==> src/rtl/cpu_pkg.sv <==
// Shared CPU definitions: opcode encodings and the fetch-stage state type.
package cpu_pkg;

    localparam int unsigned OPCODE_W = 4;

    localparam logic [OPCODE_W-1:0] OP_ADD   = 4'b0001;
    localparam logic [OPCODE_W-1:0] OP_SUB   = 4'b0010;
    localparam logic [OPCODE_W-1:0] OP_LOAD  = 4'b0110;
    localparam logic [OPCODE_W-1:0] OP_STORE = 4'b0111;
    localparam logic [OPCODE_W-1:0] OP_JUMP  = 4'b1111;

    typedef enum logic [1:0] {
        IDLE    = 2'd0,
        FETCH   = 2'd1,
        HOLD    = 2'd2,
        DISCARD = 2'd3
    } fetch_state_t;

endpackage

==> src/rtl/instr_fetch_unit.sv <==
// Instruction fetch stage: owns the PC, fetches words from instruction memory,
// and presents opcode/operand/pc downstream; redirects drop any in-flight word.
module instr_fetch_unit
    import cpu_pkg::*;
#(
    parameter int unsigned       ADDR_W   = 8,
    parameter int unsigned       INSTR_W  = 16,
    parameter logic [ADDR_W-1:0] RESET_PC = '0
) (
    input  logic                         clk,
    input  logic                         reset,
    output logic                         imem_req,
    output logic [ADDR_W-1:0]            imem_addr,
    input  logic                         imem_valid,
    input  logic [INSTR_W-1:0]           imem_rdata,
    output logic                         instr_valid,
    input  logic                         instr_ready,
    output logic [OPCODE_W-1:0]          opcode,
    output logic [INSTR_W-OPCODE_W-1:0]  operand,
    output logic [ADDR_W-1:0]            instr_pc,
    input  logic                         redirect,
    input  logic [ADDR_W-1:0]            redirect_pc
);

    localparam int unsigned OPERAND_W = INSTR_W - OPCODE_W;

    fetch_state_t          r_state;
    fetch_state_t          w_state_nxt;
    logic [ADDR_W-1:0]     r_pc;
    logic [ADDR_W-1:0]     w_pc_nxt;
    logic                  w_load;
    logic                  r_imem_req;
    logic                  r_instr_valid;
    logic [OPCODE_W-1:0]   r_opcode;
    logic [OPERAND_W-1:0]  r_operand;
    logic [ADDR_W-1:0]     r_instr_pc;

    // Next-state / PC selection; redirect outranks every other event.
    always_comb begin
        w_state_nxt = r_state;
        w_pc_nxt    = r_pc;
        w_load      = 1'b0;
        case (r_state)
            IDLE: begin
                w_state_nxt = FETCH;
                if (redirect) begin
                    w_pc_nxt = redirect_pc;
                end
            end
            FETCH: begin
                if (redirect) begin
                    w_pc_nxt    = redirect_pc;
                    w_state_nxt = imem_valid ? FETCH : DISCARD;
                end else if (imem_valid) begin
                    w_load      = 1'b1;
                    w_state_nxt = HOLD;
                end
            end
            HOLD: begin
                if (redirect) begin
                    w_pc_nxt    = redirect_pc;
                    w_state_nxt = FETCH;
                end else if (instr_ready) begin
                    w_pc_nxt    = r_pc + ADDR_W'(1);
                    w_state_nxt = FETCH;
                end
            end
            DISCARD: begin
                if (redirect) begin
                    w_pc_nxt = redirect_pc;
                end
                // The stale response is the only one owed; once it lands, refetch.
                if (imem_valid) begin
                    w_state_nxt = FETCH;
                end
            end
            default: begin
                w_state_nxt = IDLE;
            end
        endcase
    end

    // State, PC, instruction register and registered handshake outputs.
    always_ff @(posedge clk or posedge reset) begin
        if (reset) begin
            r_state       <= IDLE;
            r_pc          <= RESET_PC;
            r_imem_req    <= 1'b0;
            r_instr_valid <= 1'b0;
            r_opcode      <= '0;
            r_operand     <= '0;
            r_instr_pc    <= '0;
        end else begin
            r_state       <= w_state_nxt;
            r_pc          <= w_pc_nxt;
            r_imem_req    <= (w_state_nxt == FETCH);
            r_instr_valid <= (w_state_nxt == HOLD);
            if (w_load) begin
                r_opcode   <= imem_rdata[INSTR_W-1 -: OPCODE_W];
                r_operand  <= imem_rdata[OPERAND_W-1:0];
                r_instr_pc <= r_pc;
            end
        end
    end

    assign imem_req    = r_imem_req;
    assign imem_addr   = r_pc;
    assign instr_valid = r_instr_valid;
    assign opcode      = r_opcode;
    assign operand     = r_operand;
    assign instr_pc    = r_instr_pc;

endmodule

==> config.mk <==
export PLATFORM = sky130hd
export DESIGN_NAME = instr_fetch_unit
export DESIGN_NICKNAME = d
export VERILOG_FILES = /design/src/rtl/cpu_pkg.sv /design/src/rtl/instr_fetch_unit.sv
export SDC_FILE = /design/constraint.sdc
export NUM_CORES = 1
export LEC_CHECK = 0
export ABC_AREA = 1
export CORE_UTILIZATION = 40
export CTS_CLUSTER_SIZE = 40
export DETAILED_ROUTE_END_ITERATION = 7
export GPL_TIMING_DRIVEN = 0
export PLACE_DENSITY = 0.8
export SYNTH_ARGS = -nofsm -noshare
export SYNTH_HDL_FRONTEND = slang
export SYNTH_SLANG_ARGS = --single-unit
==> constraint.sdc <==
create_clock -name clk -period 3.9 [get_ports clk]
set_clock_uncertainty 0.2 [all_clocks]
set_input_delay 0.78 -clock clk [delete_from_list [all_inputs] [get_ports clk]]
set_output_delay 0.78 -clock clk [all_outputs]
set_load 0.005 [all_outputs]
After elaboration in Yosys (flattened, before gate mapping)

Index checks and enable logic that the tools add are counted.

Register bits: 36
Logic and storage cells: 32

Add/subtract/negate cells: 1
Equality and inequality tests: 7
Multiplexer cells: 14
Reduce and logical (&&, ||, !) cells: 3

Operators with widths:

| operator                                              | count |
|---|---|
| two-way mux 8 bit                                     | 3 |
| case mux 8 bit (2 select lines)                       | 1 |
| two-way mux 2 bit                                     | 6 |
| adder 8 x 1 -> 8 bit, second input constant           | 1 |
| case mux 2 bit (4 select lines)                       | 1 |
| == test 2 bit, second input constant                  | 3 |
| == test 2 x 1 -> 1 bit, second input constant         | 2 |
| two-way mux 1 bit                                     | 3 |
| inequality test 3 bit, second input constant          | 1 |
| OR reduction 3 bit                                    | 1 |
| logical NOT 2 bit                                     | 1 |
| inequality test 2 x 1 -> 1 bit, second input constant | 1 |
| AND reduction 2 bit                                   | 1 |

Depth between registers and ports, before layout

Depth after elaboration: 4
Mapped depth: 7
Mapped depth without buffers: 7

Least setup slack after synthesis

No wires, ideal clock.

Path type: input to register
From: in redirect
To: reg r_instr_pc[1], in the netlist instr_pc[1]
Setup time: 117 ps
Data arrival time: 1261 ps
Required time: 3583 ps
Path slack: 2322 ps
Cell stages on the path: 5
Path buffers: 1
Cells stage by stage: nor2_4 nand3_4 buf_2 nand2_1 nand2_1

Longest elaborated chain between the ends: 2

RTL lines:

| what                   | RTL line                | source |
|---|---|---|
| start: declaration     | instr_fetch_unit.sv:21  | `input logic redirect,` |
| two-way mux 1 bit      | instr_fetch_unit.sv:51  | `if (redirect) begin` |
| two-way mux 1 bit      | instr_fetch_unit.sv:43  | `case (r_state)` |
| end signal: assignment | instr_fetch_unit.sv:101 | `r_instr_pc <= r_pc;` |
| end: declaration       | instr_fetch_unit.sv:36  | `logic [ADDR_W-1:0] r_instr_pc;` |

Every way passes these cells.
A chain may end at the register's enable or synchronous reset.

Worst setup path in the final report

From: reg r_pc[3], in the netlist imem_addr[3]
To: out imem_addr[3]

RTL lines:

| what                     | RTL line               | source |
|---|---|---|
| start: declaration       | instr_fetch_unit.sv:29 | `logic [ADDR_W-1:0] r_pc;` |
| start signal: assignment | instr_fetch_unit.sv:95 | `r_pc <= w_pc_nxt;` |
| end: declaration         | instr_fetch_unit.sv:13 | `output logic [ADDR_W-1:0] imem_addr,` |

No word-level cell between the ends.

==> results.json <==
{
  "drc": 0,
  "drt_iter0_markers": 110,
  "netlist_area_sq_um": 1620,
  "period_needed_ps": 2280,
  "slew_violations": 0,
  "clock-sinks": 36,
  "clk_pin_slew_ps": 70,
  "min_from": "operand[0]",
  "cts_resized": 0,
  "area_growth_pct": 46.7,
  "power_mw": 1.09,
  "worstPathCellList": "clkdlybuf4s50_1",
  "start_util_pct": 43.1,
  "die_y_um": 65.7,
  "dr.pass1.iters": 4,
  "clk_path_buf_depth": 2,
  "n_antenna_cell": 0,
  "grtUsageTotal_pct": 19.8,
  "cp-end-kind": "output pin",
  "cts_made_buffers": 5,
  "min_period_over_period_pct": 58.6,
  "htree_num_levels": 2,
  "placed_cells": 309,
  "placed_cell_area_sq_um": 2300,
  "synthCells": 199,
  "overflow": 0,
  "core_sq_um": 3770,
  "whs_ps": 281,
  "drive_gt1_share_pct": 7.46,
  "seq_area_sq_um": 901,
  "setup_violations": 0,
  "synth-seq-cells": 36,
  "rsz0062_at_grt": "false",
  "gp_congestion": 0.834,
  "grt_first_pass_wirelength_um": 6230,
  "row_count": 22,
  "place.port_buffers": 62,
  "regToRegStartpoint": "imem_addr[0]",
  "cts_tree": "yes",
  "stdcell_count": 316,
  "io_pins": 63,
  "viasPerCell": 4.75,
  "routed_wl_um": 3820,
  "final_cell_area_sq_um": 2380,
  "path_max_fanout": 7,
  "p_per_area_nw_per_um2": 457,
  "grt_max_degree": 37,
  "slew_headroom_pct": 51.4,
  "cpPeakStageDelay_ps": 550,
  "postRouteAntennaNets": 0,
  "crit_family": "buffers and inverters",
  "fillers": 353,
  "cpMaxStageDelayCell": "clkdlybuf4s50_1",
  "hold_buffers": 0,
  "dp_hpwl_um": 2800,
  "p_leak_nw": 1.15,
  "nets": 298,
  "max_cap_violations": 0,
  "hold_violations": 0,
  "die_x_um": 65.7,
  "crit_buf_inv": 1,
  "finalSetupTns_ps": 0,
  "most-common-layout-cells": "nand2_1 (89), clkdlybuf4s50_1 (62), dfrtp_1 (36), inv_1 (16), nor2_1 (14)",
  "syn-num-nets": 229,
  "hold_path.class": "reg -> reg",
  "critPathKind": "reg -> out",
  "vias": 1502,
  "wire_per_inst_um": 12.1,
  "die_area_sq_um": 4320,
  "synth.avg_cell_area_sq_um": 8.16,
  "fmax_mhz": 438,
  "insertion_delay_ps": 280,
  "cp-start-kind": "flop",
  "outcome": "finished clean",
  "mostFrequentLayoutCell": "nand2_1",
  "multi_input_area_sq_um": 622,
  "ys_types": 19,
  "crit_start": "imem_addr[3]",
  "postCtsSetupRepairBufs": 0,
  "worst-endpoint-arrival_ps": 1300,
  "seq_area_frac_synth_pct": 55.5,
  "worst_pin_slew_ps": 728,
  "cp.required_ps": 2920,
  "grt_pass1_vias": 1366,
  "yosys_warnings": 0,
  "peakVddDrop_mv": 0.226,
  "cts_root_buffer": "clkbuf_8",
  "antenna_found_initial": 0
}
## power by group
group	leakage, nW	internal [mW]	switching [mW]
Combinational	0.669	0.206	0.127
Clock	0.0410	0.121	0.123
Sequential	0.441	0.455	0.0547
## state kept, by name, indices dropped and copies added (netlist names)
register     cells
imem_addr        8
imem_req         1
instr_pc         8
instr_valid      1
opcode           4
operand         12
r_state          2
## metrics by stage
step / worst slack [ps] / util, %
global route: 1570 / 63.2
detailed placement: 1290 / 61.1
CTS: 1610 / 63.2
finish: 1620 / 63.2
global placement: 1330 / 61.1
floorplan: 2120 / -
## kinds of logic after synthesis
family	Yosys count	share of synthesized area, %
buf+inv	22	6.24
fa+ha+maj	1	0.770
compound gates	20	6.63
flops	36	55.5
simple gates	120	30.9
## Yosys cell counts
master,number,area [sq um]
nand3_4,1,17.5
a21oi_2,2,17.5
nor2_4,2,22.5
nand2_2,2,12.5
or2_1,1,6.26
ha_1,1,12.5
o21ai_1,12,60.1
buf_6,1,11.3
inv_1,17,63.8
inv_4,1,6.26
a21oi_1,1,5.00
buf_2,1,5.00
nor2_2,1,6.26
dfrtp_1,36,901
nand2_1,89,334
nor2_1,14,52.6
nand3_1,10,50.1
o21ai_0,5,25.0
buf_4,2,15.0
## cell type report
cell class	instances	share of cell area, %
sequential	36	37.8
multi-input combinational	141	26.1
timing repair buffer	62	26.1
clock buffer	6	3.05
inverter	18	2.94
tap	48	2.52
buffer	4	1.31
clock inverter	1	0.210
## worst paths after layout
| path | end | slack, ps | cells after the start |
|---|---|---|---|
| min in group asynchronous | operand[9] | 750 | 2 |
| hold reg to reg | operand[0] | 280 | 2 |
| max in group asynchronous | operand[5] | 2280 | 2 |
| hold / removal | operand[0] | 280 | 2 |
| setup reg to reg | imem_addr[6] | 2350 | 6 |
| setup / recovery | imem_addr[3] | 1620 | 1 |
## routing by layer
metal	global-route usage, %	vias to the layer above	share of wire, %
li1	-	751	-
met2	31.3	47	47
met3	3.99	6	6.2
met1	25.1	698	44
met4	10.9	0	2.2
met5	0	-	0
No activity file was read; power rests on OpenSTA's default activity.
